<file path="src/rtl/reqrsp_isolate_limiter.sv">
// -----------------------------------------------------------------------------
// reqrsp_isolate_limiter
//   Sits upstream of the isochronous reqrsp crossing in the source clock
//   domain. Forwards reqrsp traffic while bounding the number of outstanding
//   requests. When isolation is requested, it stops accepting new requests and
//   drains in-flight responses. Once drained, it flags isolated_o so the
//   downstream domain can be clock-gated or reset safely.
//
// Ports
//   clk_i          clock
//   rst_i          synchronous reset, active-high
//   isolate_i      request isolation (level)
//   src_req_i      upstream request        (q_valid, q, p_ready)
//   src_rsp_o      upstream response       (q_ready, p_valid, p)
//   dst_req_o      downstream request      (to the crossing)
//   dst_rsp_i      downstream response
//   isolated_o     registered: drained and gated
//   outstanding_o  current outstanding request count
//   err_o          registered one-cycle pulse: response with zero outstanding
// -----------------------------------------------------------------------------
package reqrsp_isolate_limiter_pkg;
   typedef struct packed {
      logic        q_valid;
      logic [31:0] q;
      logic        p_ready;
   } req_t;

   typedef struct packed {
      logic        q_ready;
      logic        p_valid;
      logic [31:0] p;
   } rsp_t;
endpackage

module reqrsp_isolate_limiter #(
   parameter int unsigned MaxOutstanding = 4,
   parameter type         req_t          = reqrsp_isolate_limiter_pkg::req_t,
   parameter type         rsp_t          = reqrsp_isolate_limiter_pkg::rsp_t,
   localparam int unsigned CntW          = $clog2(MaxOutstanding + 1)
) (
   input  logic            clk_i,
   input  logic            rst_i,
   input  logic            isolate_i,
   input  req_t            src_req_i,
   output rsp_t            src_rsp_o,
   output req_t            dst_req_o,
   input  rsp_t            dst_rsp_i,
   output logic            isolated_o,
   output logic [CntW-1:0] outstanding_o,
   output logic            err_o
);

   typedef enum logic [1:0] {
      RUN      = 2'd0,
      DRAIN    = 2'd1,
      ISOLATED = 2'd2
   } state_e;

   localparam logic [CntW-1:0] MaxCnt = CntW'(MaxOutstanding);

   state_e          state_q, state_d;
   logic [CntW-1:0] cnt_q, cnt_d;
   logic            q_pending_q, q_pending_d;
   logic            isolated_q, isolated_d;
   logic            err_q, err_d;

   logic            open_gate;
   logic            pass_q;
   logic            q_hs;
   logic            p_hs;

   // A request already presented downstream stays visible until accepted,
   // even if the gate closes underneath it.
   assign open_gate = (state_q == RUN) && (cnt_q < MaxCnt);
   assign pass_q    = open_gate | q_pending_q;

   always_comb begin
      dst_req_o         = src_req_i;
      dst_req_o.q_valid = src_req_i.q_valid & pass_q;
      src_rsp_o         = dst_rsp_i;
      src_rsp_o.q_ready = dst_rsp_i.q_ready & pass_q;
   end

   assign q_hs = dst_req_o.q_valid & dst_rsp_i.q_ready;
   assign p_hs = dst_rsp_i.p_valid & src_req_i.p_ready;

   always_comb begin
      cnt_d       = cnt_q;
      err_d       = 1'b0;
      q_pending_d = q_pending_q;
      state_d     = state_q;

      if (q_hs) begin
         q_pending_d = 1'b0;
      end else if (dst_req_o.q_valid) begin
         q_pending_d = 1'b1;
      end

      if (q_hs && !p_hs) begin
         cnt_d = cnt_q + 1'b1;
      end else if (p_hs && !q_hs) begin
         // Spurious response: saturate at zero and flag it.
         if (cnt_q == '0) begin
            err_d = 1'b1;
         end else begin
            cnt_d = cnt_q - 1'b1;
         end
      end

      unique case (state_q)
         RUN: begin
            if (isolate_i) state_d = DRAIN;
         end
         DRAIN: begin
            if (!isolate_i) begin
               state_d = RUN;
            end else if ((cnt_d == '0) && !q_pending_q) begin
               state_d = ISOLATED;
            end
         end
         ISOLATED: begin
            if (!isolate_i) state_d = RUN;
         end
         default: state_d = RUN;
      endcase

      isolated_d = (state_d == ISOLATED);
   end

   always_ff @(posedge clk_i) begin
      if (rst_i) begin
         state_q     <= RUN;
         cnt_q       <= '0;
         q_pending_q <= 1'b0;
         isolated_q  <= 1'b0;
         err_q       <= 1'b0;
      end else begin
         state_q     <= state_d;
         cnt_q       <= cnt_d;
         q_pending_q <= q_pending_d;
         isolated_q  <= isolated_d;
         err_q       <= err_d;
      end
   end

   assign isolated_o    = isolated_q;
   assign outstanding_o = cnt_q;
   assign err_o         = err_q;

endmodule

</file>
<file path="config.mk">
export PLATFORM = sky130hd
export DESIGN_NAME = reqrsp_isolate_limiter
export DESIGN_NICKNAME = d
export VERILOG_FILES = /design/src/rtl/reqrsp_isolate_limiter.sv
export SDC_FILE = /design/constraint.sdc
export NUM_CORES = 1
export LEC_CHECK = 0
export ABC_AREA = 1
export BUFFER_PORTS_ARGS = -buffer_cell sky130_fd_sc_hd__buf_2
export CAP_MARGIN = 20
export CORE_UTILIZATION = 27
export CTS_CLUSTER_DIAMETER = 60
export CTS_CLUSTER_SIZE = 24
export DETAILED_ROUTE_END_ITERATION = 8
export PLACE_DENSITY = 0.85
export SKIP_CTS_REPAIR_TIMING = 1
export SLEW_MARGIN = 20
export SYNTH_ARGS = -nofsm -noshare
export SYNTH_HDL_FRONTEND = slang
export SYNTH_SLANG_ARGS = --single-unit
</file>
<file path="constraint.sdc">
create_clock -name clk_i -period 1.6 [get_ports clk_i]
set_clock_uncertainty 0.1 [all_clocks]
set_input_delay 0.32 -clock clk_i [delete_from_list [all_inputs] [get_ports clk_i]]
set_output_delay 0.32 -clock clk_i [all_outputs]
set_load 0.02 [all_outputs]
</file>
==> summary.txt, run 1 <==
Worst setup path
  – CP max stage delay: 320 ps
  – Master of the slowest instance on the critical path: dfxtp_2
  – Crit start category: flip-flop
  – WP data arrival: 1130 ps
  – Crit path buf inv count: 1
  – CP top delay family: flip-flops
  – Crit path capture type: output pin
  – Worst Path Required: 1180 ps
  – Critical path class: flip-flop to output pin
  – Worst Path Max Fanout: 3
  – Crit-path cells: nor2_2 > nand2_2 > a21boi_4 > buf_4

Drt
  – Routed wire length: 1640 um
  – Highest metal used: met4
  – Routed vias/inst: 4.28
  – Drt first-iter violations: 23
  – Metal-1 WL: 494 um
  – Via Count: 595
  – WL met2: 772 um
  – Pre-antenna DRT Iters: 4
  – Met3 wire len: 243 um
  – Drt drc: 0
  – DR WL/cell: 11.8 um
  – Detail Route Antenna Nets: 0

Timing
  – Final min period: 1550 ps
  – Endpoints failing setup: 0
  – Final worst-path cycle share: 96.6%
  – Final slew viol count: 0
  – Slew Limit Headroom: 86.8%
  – RSZ-0062 raised after global routing: true
  – Final-report hold violation count: 0
  – FMAX: 647 MHz
  – Slew @ Worst Pin: 198 ps

Clock tree
  – H-tree levels: 1
  – Worst-Skew Late Latency: 260 ps
  – Root buffer cell: clkbuf_4
  – CTS buffer count: 3
  – Maximum root-to-sink buffer count: 2
  – CTS tree: built
  – Clk pin slew, worst setup/hold paths: 50 ps
  – TritonCTS Sinks: 8

Logic synthesis
  – Syn Area/Cell: 7.19 um2
  – XOR/XNOR Fraction of Synth Area: 1.79%
  – Syn Inst Count: 136
  – Synth Area in Adders: 3.84%
  – Mapped Area: 978 um2
  – Post-synthesis mux area share: 0%
  – Post-synthesis cell type count: 17
  – Area share of and/or/nand/nor cells after synthesis: 18.8%
  – #FFs+latches synth: 8
  – Post-synthesis sequential area ratio: 16.4%
  – Largest family of logic cells by synthesized area: buffers and inverters
  – Ranking of synthesized cells by area: buf_4 51%, dfxtp_1 16%, nand2_1 8.4%
  – Yosys top cell area share: 50.6%
  – Compound-gate portion of the synthesized area: 4.73%
  – Post-synth net total: 210
  – Synth area leader: buf_4
  – Synthesis Warnings: 0

Floorplan
  – Core ar.: 3420 um2
  – # IOs: 144
  – Row count: 21
  – Full die area: 3870 um2
  – Die W: 62.2 um
  – Starting Density: 28.6%
  – Die H: 62.2 um

GRT
  – First-pass GRT wire length: 2440 um
  – Largest net degree at the start of global routing: 6
  – GRT Util Overall: 8.10%
  – Vias in the first global route: 569
  – Initial antenna violation count: 0
  – Gr ovfl total: 0

Pwr
  – P_int: 0.403 mW
  – Cell Pwr Density: 794 nW/um2
  – Sw frac: 35.0%
  – Psw: 0.218 mW
  – Clock share of power: 25.6%
  – Logic gate share of total power: 38.4%
  – Sequential Power Share: 36.0%
  – Max VDD drop: 0.152 mV
  – Leak Pwr: 0.388 nW

Final layout
  – Final Cell Area: 782 um2
  – Layout cells sized above 1: 58.1%
  – Layout Utilization: 22.9%
  – Ant. Diodes: 0
  – Area Overhead vs Synth: -20.1%
  – FILL cells: 385
  – Most frequent cells in the layout: 17 x nand2_1, 13 x buf_2, 8 x nand2_2
  – Final net count: 169
  – Most common cell after layout, fill and taps aside: nand2_1

Placed design
  – Post-placement cell area: 648 um2
  – Port Buffers: 15
  – DP Wirelength: 1210 um
  – GPL Wtd Cong: 0.806

Min path
  – Hold WC Path Type: primary input to flip-flop

Flow run
  – Max cap viols: 0

Outcome
  – Outcome: finished, final reports clean
## metal layers
metal | GRT usage [%] | vias up
met3 | 5.33 | 21
met2 | 11.3 | 56
met5 | 0 | -
li1 | - | 265
met4 | 11.6 | 0
met1 | 6.52 | 253
## power groups by stage
stage | Sequential (mW) | Combinational (mW) | Clock, mW
4_1_cts | 0.220 | 0.176 | 0.165
3_3_place_gp | 0.224 | 0.171 | 0
3_5_place_dp | 0.225 | 0.176 | 0
6_report | 0.223 | 0.239 | 0.159
5_1_grt | 0.225 | 0.261 | 0.177
2_1_floorplan | 0.237 | 0.348 | 0
## path summary, 6_finish.rpt
| kind | from | endpoint | slack (ps) | depth (start not counted) |
|---|---|---|---|---|
| setup / recovery | state_q[0] | src_rsp_o[33] | 50 | 4 |
| hold reg to reg | state_q[1] | state_q[1] | 430 | 2 |
| setup reg to reg | outstanding_o[0] | state_q[0] | 80 | 12 |
| hold / removal | rst_i | outstanding_o[0] | 200 | 2 |
## Yosys cell counts, drive strengths merged
master and instances:
xnor2 1, buf 66, a21oi 6, nor3 1, nand3 7, o21ai 1, inv 10, xor2 1
ha 3, nand2 26, nor2 5, dfxtp 8, a21boi 1
## sequential cells by signal, summed over array words and instances (netlist names)
signal,cells
outstanding_o,3
state_q,2
err_o,1
isolated_o,1
q_pending_q,1
## area by class of cell
cell class	instances	area [um2]	share of cell area, %
flip-flops and latches	8	166	21.3
well taps	46	57.6	7.36
multi-input cells	52	372	47.5
repair buffers	20	121	15.5
inverters	10	42.5	5.44
clock buffers	3	22.5	2.88
## per-stage QoR
stage | TNS, ps | hold WS [ps] | total power [mW] | std cells | setup WS (ps)
finish | 0 | 196 | 0.621 | 139 | 54.7
global route | -213 | 196 | 0.663 | 139 | -57.6
CTS | 0 | 174 | 0.562 | 137 | 31.8
detailed placement | 0 | 420 | 0.401 | 134 | 48.8
global placement | 0 | 410 | 0.395 | 134 | 102
floorplan | 0 | 282 | 0.585 | 136 | 32.6
## logic make-up after synthesis
kind of cell               after synthesis
AOI/OAI and AO/OA                        8
xor gates and xnor gates                 2
adders and majority gates                3
buffers and inverters                   76
DFF                                      8
and+or+nand+nor                         39
## worst register-to-register path, stage by stage, from the launching register on
cell     delay [ps]
dfxtp_2         350
inv_4            50
ha_4            160
xnor2_2         140
nor2_1           50
nand3_1          80
nand2_1          80
nand2_2          70
nand2_1          60
nor2_2          110
nand2_2          70
nand2_2          60
nor2_1           30
No activity file was read; power rests on OpenSTA's default activity.
==> inputs of run 2 (changes only) <==
--- a/config.mk
+++ b/config.mk
@@ -5,14 +5,14 @@
 export SDC_FILE = /design/constraint.sdc
 export NUM_CORES = 1
 export LEC_CHECK = 0
-export ABC_AREA = 1
-export BUFFER_PORTS_ARGS = -buffer_cell sky130_fd_sc_hd__buf_2
 export CAP_MARGIN = 20
-export CORE_UTILIZATION = 27
+export CORE_AREA = 2 2 55 57
 export CTS_CLUSTER_DIAMETER = 60
 export CTS_CLUSTER_SIZE = 24
 export DETAILED_ROUTE_END_ITERATION = 8
-export PLACE_DENSITY = 0.85
+export DIE_AREA = 0 0 57 59
+export DONT_BUFFER_PORTS = 1
+export PLACE_DENSITY = 0.6
 export SKIP_CTS_REPAIR_TIMING = 1
 export SLEW_MARGIN = 20
 export SYNTH_ARGS = -nofsm -noshare
==> summary.txt, run 2 <==
Outcome
  – Outcome: complete, but fails checks
  – Failing checks: setup timing

Final layout
  – FILL cells: 289 (-25%)
  – Layout cells sized above 1: 52.1% (-6.0 points)
  – Most frequent cells in the layout: 15 x buf_4, 4 x dfxtp_1, 3 x nor2_1, 3 x clkbuf_4
  – Most common cell after layout, fill and taps aside: buf_4
  – Ant. Diodes: 0 (unchanged)
  – Final Cell Area: 741 um2 (-5.3%)
  – Area Overhead vs Synth: -26.0%
  – Final cell count without fillers: 102 (-27%)
  – Largest register FFs: 3 (unchanged)
  – Final net count: 147 (-13%)

Logic synthesis
  – FFs w/ async S/R, synth: 0% (unchanged)
  – Most frequent cells after synthesis: 66 x buf_4, 8 x dfxtp_1, 3 x ha_1, 3 x nand2_1, 3 x nor2_1
  – Mapped Area: 1000 um2 (+2.3%)
  – Post-synth net total: 194 (-7.6%)
  – Yosys top cell area share: 49.5% (-1.1 points)
  – Post-synthesis sequential area ratio: 16.0% (-0.37 points)
  – Synth area leader: buf_4
  – Post-synthesis cell type count: 36 (+19)
  – Most common cell in the netlist: buf_4
  – Syn Area/Cell: 8.34 um2 (+16%)
  – Main synth FF type: dfxtp_1
  – Syn Inst Count: 120 (-12%)
  – #FFs+latches synth: 8 (unchanged)
  – Ranking of synthesized cells by area: buf_4 50%, dfxtp_1 16%, ha_1 3.8%
  – Synthesis Warnings: 0 (unchanged)
  – Number of enable flip-flop cells after synthesis: 0 (unchanged)

Flow run
  – Max cap viols: 0 (unchanged)

Timing
  – Final worst-path cycle share: 106% (+9.6 points)
  – Slew @ Worst Pin: 397 ps (+199 ps)
  – FMAX: 589 MHz (-9.0%)
  – Final-report hold violation count: 0 (unchanged)
  – RSZ-0062 raised after global routing: true
  – Final min period: 1700 ps (+154 ps)
  – Endpoints failing setup: 3 (+3)
  – Final setup margin: -99.0 ps (-154 ps)
  – Slew Limit Headroom: 73.1% (-14 points)
  – Final slew viol count: 0 (unchanged)

Drt
  – Drt drc: 0 (unchanged)
  – Routed wire length: 2200 um (+34%)
  – Pre-antenna DRT Iters: 4 (unchanged)
  – Drt first-iter violations: 5 (-78%)
  – Via Count: 563 (-5.4%)
  – Routed vias/inst: 5.52 (+29%)
  – DR WL/cell: 21.6 um (+83%)
  – Detail Route Antenna Nets: 0 (unchanged)

Placed design
  – DP Wirelength: 1770 um (+47%)
  – Post-placement cell area: 641 um2 (-1.2%)
  – Dpl cells: 97 (-28%)
  – GPL Wtd Cong: 0.858 (+6.5%)
  – Port Buffers: 0 (-15)

Pwr
  – Sequential Power Share: 28.4% (-7.6 points)
  – Psw: 0.387 mW (+78%)
  – Clock share of power: 17.0% (-8.6 points)
  – Logic gate share of total power: 54.6% (+16 points)
  – Leak Pwr: 0.275 nW (-29%)
  – P_int: 0.590 mW (+46%)
  – Sw frac: 39.6% (+4.6 points)
  – Max VDD drop: 0.433 mV (+180%)
  – Cell Pwr Density: 1320 nW/um2 (+66%)

Clock tree
  – Clk pin slew, worst setup/hold paths: 60 ps (about the same)
  – H-tree levels: 1 (unchanged)
  – Maximum root-to-sink buffer count: 2 (unchanged)
  – CTS tree: built
  – Root buffer cell: clkbuf_4
  – Worst-Skew Late Latency: 260 ps (about the same)
  – TritonCTS Sinks: 8 (unchanged)
  – CTS buffer count: 3 (unchanged)

GRT
  – GRT Util Overall: 11.6% (+3.5 points)
  – First-pass GRT wire length: 2860 um (+17%)
  – Most Used Layer, Global Route: met2
  – Routing usage on met1: 8.66% (+2.1 points)
  – Vias in the first global route: 513 (-9.8%)
  – Gr ovfl total: 0 (unchanged)
  – Initial antenna violation count: 0 (unchanged)
  – Largest net degree at the start of global routing: 9 (+3)
  – Met2 GRT Util: 18.7% (+7.5 points)
  – M3 GR Usage: 10.9% (+5.6 points)

Worst setup path
  – Crit path capture type: flip-flop
  – CP Launch Point: outstanding_o[0]
  – R2r setup slk: -100 ps (-180 ps)
  – CP Capture Point: state_q[0]
  – FF-to-FF Start: outstanding_o[0]
  – Worst Path Max Fanout: 3 (unchanged)
  – Critical path class: flip-flop to flip-flop
  – Worst R2R Path Depth: 7 (-5)
  – RR Endpoint: state_q[0]
  – Crit start category: flip-flop
  – WP data arrival: 1770 ps (+640 ps)
  – Worst Path Required: 1670 ps (+490 ps)

Floorplan
  – Starting Density: 36.9% (+8.3 points)
  – Core ar.: 2710 um2 (-21%)
  – Die W: 57 um (-8.4%)
  – Die H: 59 um (-5.1%)
  – Row count: 19 (-9.5%)
  – Full die area: 3360 um2 (-13%)
  – # IOs: 144 (unchanged)

Min path
  – Hold WC Path Type: primary input to flip-flop
run 2: cell types whose count changed after synthesis, sizes merged, moves of 3 or more:
| cell | previous run | this run |
|---|---|---|
| nand3 | 7 | 1 |
| and2 | 0 | 3 |
| inv | 10 | 2 |
| nand2 | 26 | 3 |
| o21a | 0 | 3 |
| a21oi | 6 | 2 |
run 2: cells by family after synthesis:
group | share of synthesized area [%]
xor gates and xnor gates | 0.875
and+or+nand+nor | 13.1
adders and majority gates | 3.75
AOI/OAI and AO/OA | 14.9
DFF | 16.0
buffers and inverters | 51.4
run 2: power by group through the flow:
stage	registers (mW)	logic [mW]	clock network, mW
3_3_place_gp	0.277	0.407	0
2_1_floorplan	0.315	0.475	0
3_5_place_dp	0.280	0.416	0
5_1_grt	0.283	0.575	0.181
6_report	0.278	0.533	0.166
4_1_cts	0.274	0.420	0.179
run 2: area by class of cell:
cell class	count	area [um2]	share of cell area (%)
Clock buffer	3	22.5	3.04
Timing Repair Buffer	15	113	15.2
Sequential cell	8	170	23.0
Multi-Input combinational cell	43	389	52.5
Tap cell	31	38.8	5.24
Inverter	2	7.51	1.01
run 2: worst min path at each step:
stage          cells past startpoint  start               end  slack [ps]
6_report                           1  rst_i  outstanding_o[1]          10
5_1_grt                            1  rst_i  outstanding_o[1]           5
4_1_cts                            1  rst_i  outstanding_o[2]           4
3_5_place_dp                       1  rst_i  outstanding_o[0]         290
3_3_place_gp                       1  rst_i  outstanding_o[0]         290
2_1_floorplan                      1  rst_i  outstanding_o[0]         280
run 2: metrics by stage:
step           setup TNS [ps]  worst slack [ps]  util (%)  hold slack [ps]  total power, mW
3_3_place_gp            -54.3             -19.5      23.6              287            0.684
6_report                 -220             -99.0      27.3             12.7            0.977
4_1_cts                  -358              -113      24.5             3.64            0.872
2_1_floorplan               0              3.63         -              283            0.790
5_1_grt                  -645              -193      27.3             4.95             1.04
3_5_place_dp             -122             -50.1      23.6              287            0.695
run 2: critical path: stages (launching register included):
cell	delay, ps
dfxtp_4	340
inv_1	110
ha_2	210
nand2b_1	110
and2_1	210
nand4_1	140
o311ai_4	130
a311oi_1	260
run 2: metal layers:
layer,vias up,wire [um]
li1,240,-
met1,246,609
met2,65,1100
met3,12,424
met4,0,69
met5,-,0
==> inputs of run 3 (changes only) <==
--- a/config.mk
+++ b/config.mk
@@ -12,7 +12,7 @@
 export DETAILED_ROUTE_END_ITERATION = 8
 export DIE_AREA = 0 0 57 59
 export DONT_BUFFER_PORTS = 1
-export PLACE_DENSITY = 0.6
+export PLACE_DENSITY = 0.58
 export SKIP_CTS_REPAIR_TIMING = 1
 export SLEW_MARGIN = 20
 export SYNTH_ARGS = -nofsm -noshare
==> constraint.sdc (replaced) <==
create_clock -name clk_i -period 2.1 [get_ports clk_i]
set_clock_uncertainty 0.1 [all_clocks]
set_input_delay 0.42 -clock clk_i [delete_from_list [all_inputs] [get_ports clk_i]]
set_output_delay 0.42 -clock clk_i [all_outputs]
set_load 0.02 [all_outputs]
==> summary.txt, run 3 (synthesis results as in run 2) <==
Final layout
  – Area Overhead vs Synth: -43.0%
  – Most common cell after layout, fill and taps aside: dfxtp_1
  – Final Cell Area: 571 um2 (-23%)
  – Final net count: 134 (-8.8%)
  – Layout cells sized above 1: 19.0% (-33 points)
  – Final cell count without fillers: 89 (-13%)
  – Largest register FFs: 3 (unchanged)
  – Ant. Diodes: 0 (unchanged)
  – Most frequent cells in the layout: 8 x dfxtp_1, 3 x nand2_1, 3 x nor2_1, 3 x ha_1, 3 x clkbuf_4

Worst setup path
  – CP max stage delay: 580 ps (+240 ps)
  – RR Endpoint: state_q[0]
  – Crit start category: flip-flop
  – Worst Path Required: 2120 ps (+450 ps)
  – Critical path class: flip-flop to flip-flop
  – Master of the slowest instance on the critical path: dfxtp_1
  – R2r setup slk: 200 ps (+290 ps)
  – FF-to-FF Start: outstanding_o[2]
  – Worst Path Max Fanout: 6 (+3)
  – Crit path capture type: flip-flop
  – Crit-path cells: nor3_2 > o211ai_1 > o21ai_0 > o311ai_2 > a311oi_1
  – Worst R2R Path Depth: 5 (-2)
  – WP data arrival: 1930 ps (+160 ps)

Timing
  – Final min period: 1900 ps (+205 ps)
  – FMAX: 525 MHz (-11%)
  – Endpoints failing setup: 0 (-3)
  – Final-report hold violation count: 0 (unchanged)
  – RSZ-0062 raised after global routing: false
  – Final worst-path cycle share: 90.7% (-16 points)
  – Setup TNS: 0 ps (+220 ps)
  – Final slew viol count: 0 (unchanged)
  – Slew @ Worst Pin: 537 ps (+139 ps)
  – Slew Limit Headroom: 63.3% (-9.8 points)
  – Final setup margin: 196 ps (+295 ps)

Drt
  – DR WL/cell: 19.5 um (-9.7%)
  – Drt first-iter violations: 20 (+15)
  – Pre-antenna DRT Iters: 4 (unchanged)
  – Routed wire length: 1740 um (-21%)
  – Via Count: 525 (-6.7%)
  – Detail Route Antenna Nets: 0 (unchanged)
  – Routed vias/inst: 5.90 (+6.9%)
  – Drt drc: 0 (unchanged)

GRT
  – Vias in the first global route: 493 (-3.9%)
  – Initial antenna violation count: 0 (unchanged)
  – Largest net degree at the start of global routing: 11 (+2)
  – First-pass GRT wire length: 2440 um (-15%)
  – Gr ovfl total: 0 (unchanged)
  – GRT Util Overall: 9.63% (-2.0 points)

Floorplan
  – Core ar.: 2710 um2 (unchanged)
  – Die W: 57 um (unchanged)
  – Starting Density: 36.9% (unchanged)
  – Row count: 19 (unchanged)
  – # IOs: 144 (unchanged)
  – Full die area: 3360 um2 (unchanged)
  – Die H: 59 um (unchanged)

Outcome
  – Outcome: finished, final reports clean

Clock tree
  – Root buffer cell: clkbuf_4
  – H-tree levels: 1 (unchanged)
  – CTS tree: built
  – Clk pin slew, worst setup/hold paths: 60 ps (about the same)
  – Maximum root-to-sink buffer count: 2 (unchanged)
  – Worst-Skew Late Latency: 270 ps (about the same)
  – CTS buffer count: 3 (unchanged)
  – TritonCTS Sinks: 8 (unchanged)

Placed design
  – Post-placement cell area: 548 um2 (-14%)
  – Dpl cells: 86 (-11%)
  – Port Buffers: 0 (unchanged)
  – Place WS: 238 ps (+288 ps)
  – GPL Wtd Cong: 0.826 (-3.8%)
  – DP Wirelength: 1380 um (-22%)

Min path
  – Hold depth: 1 (unchanged)
  – Hold WC Path Type: primary input to flip-flop
  – Hold Path End: outstanding_o[2]
  – Hold Crit Start: rst_i

Pwr
  – Max VDD drop: 0.388 mV (-10%)
  – Leak Pwr: 0.193 nW (-30%)
  – Cell Pwr Density: 1030 nW/um2 (-22%)
  – Design Power: 0.586 mW (-40%)

Flow run
  – Max cap viols: 0 (unchanged)
## run 3: cell types whose count changed in the layout (fill, tap and decap cells not counted), moves of 2 or more
cell / delta
dfxtp_2: -2
dfxtp_1: +4
o21a_4: -2
dfxtp_4: -2
buf_4: -13
o21a_1: +2
## run 3: layer usage
| metal | wire (um) | vias up | GRT usage, % |
|---|---|---|---|
| met5 | 0 | - | 0 |
| met4 | 99 | 0 | 10.6 |
| met3 | 338 | 23 | 7.42 |
| met2 | 778 | 55 | 14.9 |
| met1 | 519 | 231 | 7.08 |
| li1 | - | 216 | - |
## run 3: where the power goes
| part | total (mW) | switching, mW | internal [mW] |
|---|---|---|---|
| sequential | 0.206 | 0.0290 | 0.177 |
| clock | 0.127 | 0.0607 | 0.0659 |
| combinational | 0.253 | 0.150 | 0.103 |
## run 3: worst max-delay path, delay by kind of cell, from the launching register on
kind | cells | cell delay [ps]
simple gates | 1 | 130
compound gates | 4 | 940
flops | 1 | 580
## run 3: area by class of cell
cell class | count | area [um2]
Multi-Input combinational cell | 43 | 327
Inverter | 2 | 7.51
Fill cell | 300 | 2140
Tap cell | 31 | 38.8
Clock buffer | 3 | 22.5
Sequential cell | 8 | 160
Timing Repair Buffer | 2 | 15.0
## run 3: worst max-delay path by stage
stage,startpoint,depth (start not counted),end
final,outstanding_o[2],5,state_q[0]
after detailed placement,outstanding_o[2],5,state_q[0]
after global placement,outstanding_o[2],5,state_q[0]
after global routing,outstanding_o[2],5,state_q[0]
after CTS,outstanding_o[2],5,state_q[0]
after floorplan,outstanding_o[0],7,isolated_o
## run 3: through the flow
stage | hold slack (ps) | utilization [%]
global route | 108 | 21.1
CTS | 113 | 21.1
finish | 113 | 21.1
global placement | 397 | 20.2
detailed placement | 395 | 20.2
floorplan | 367 | -
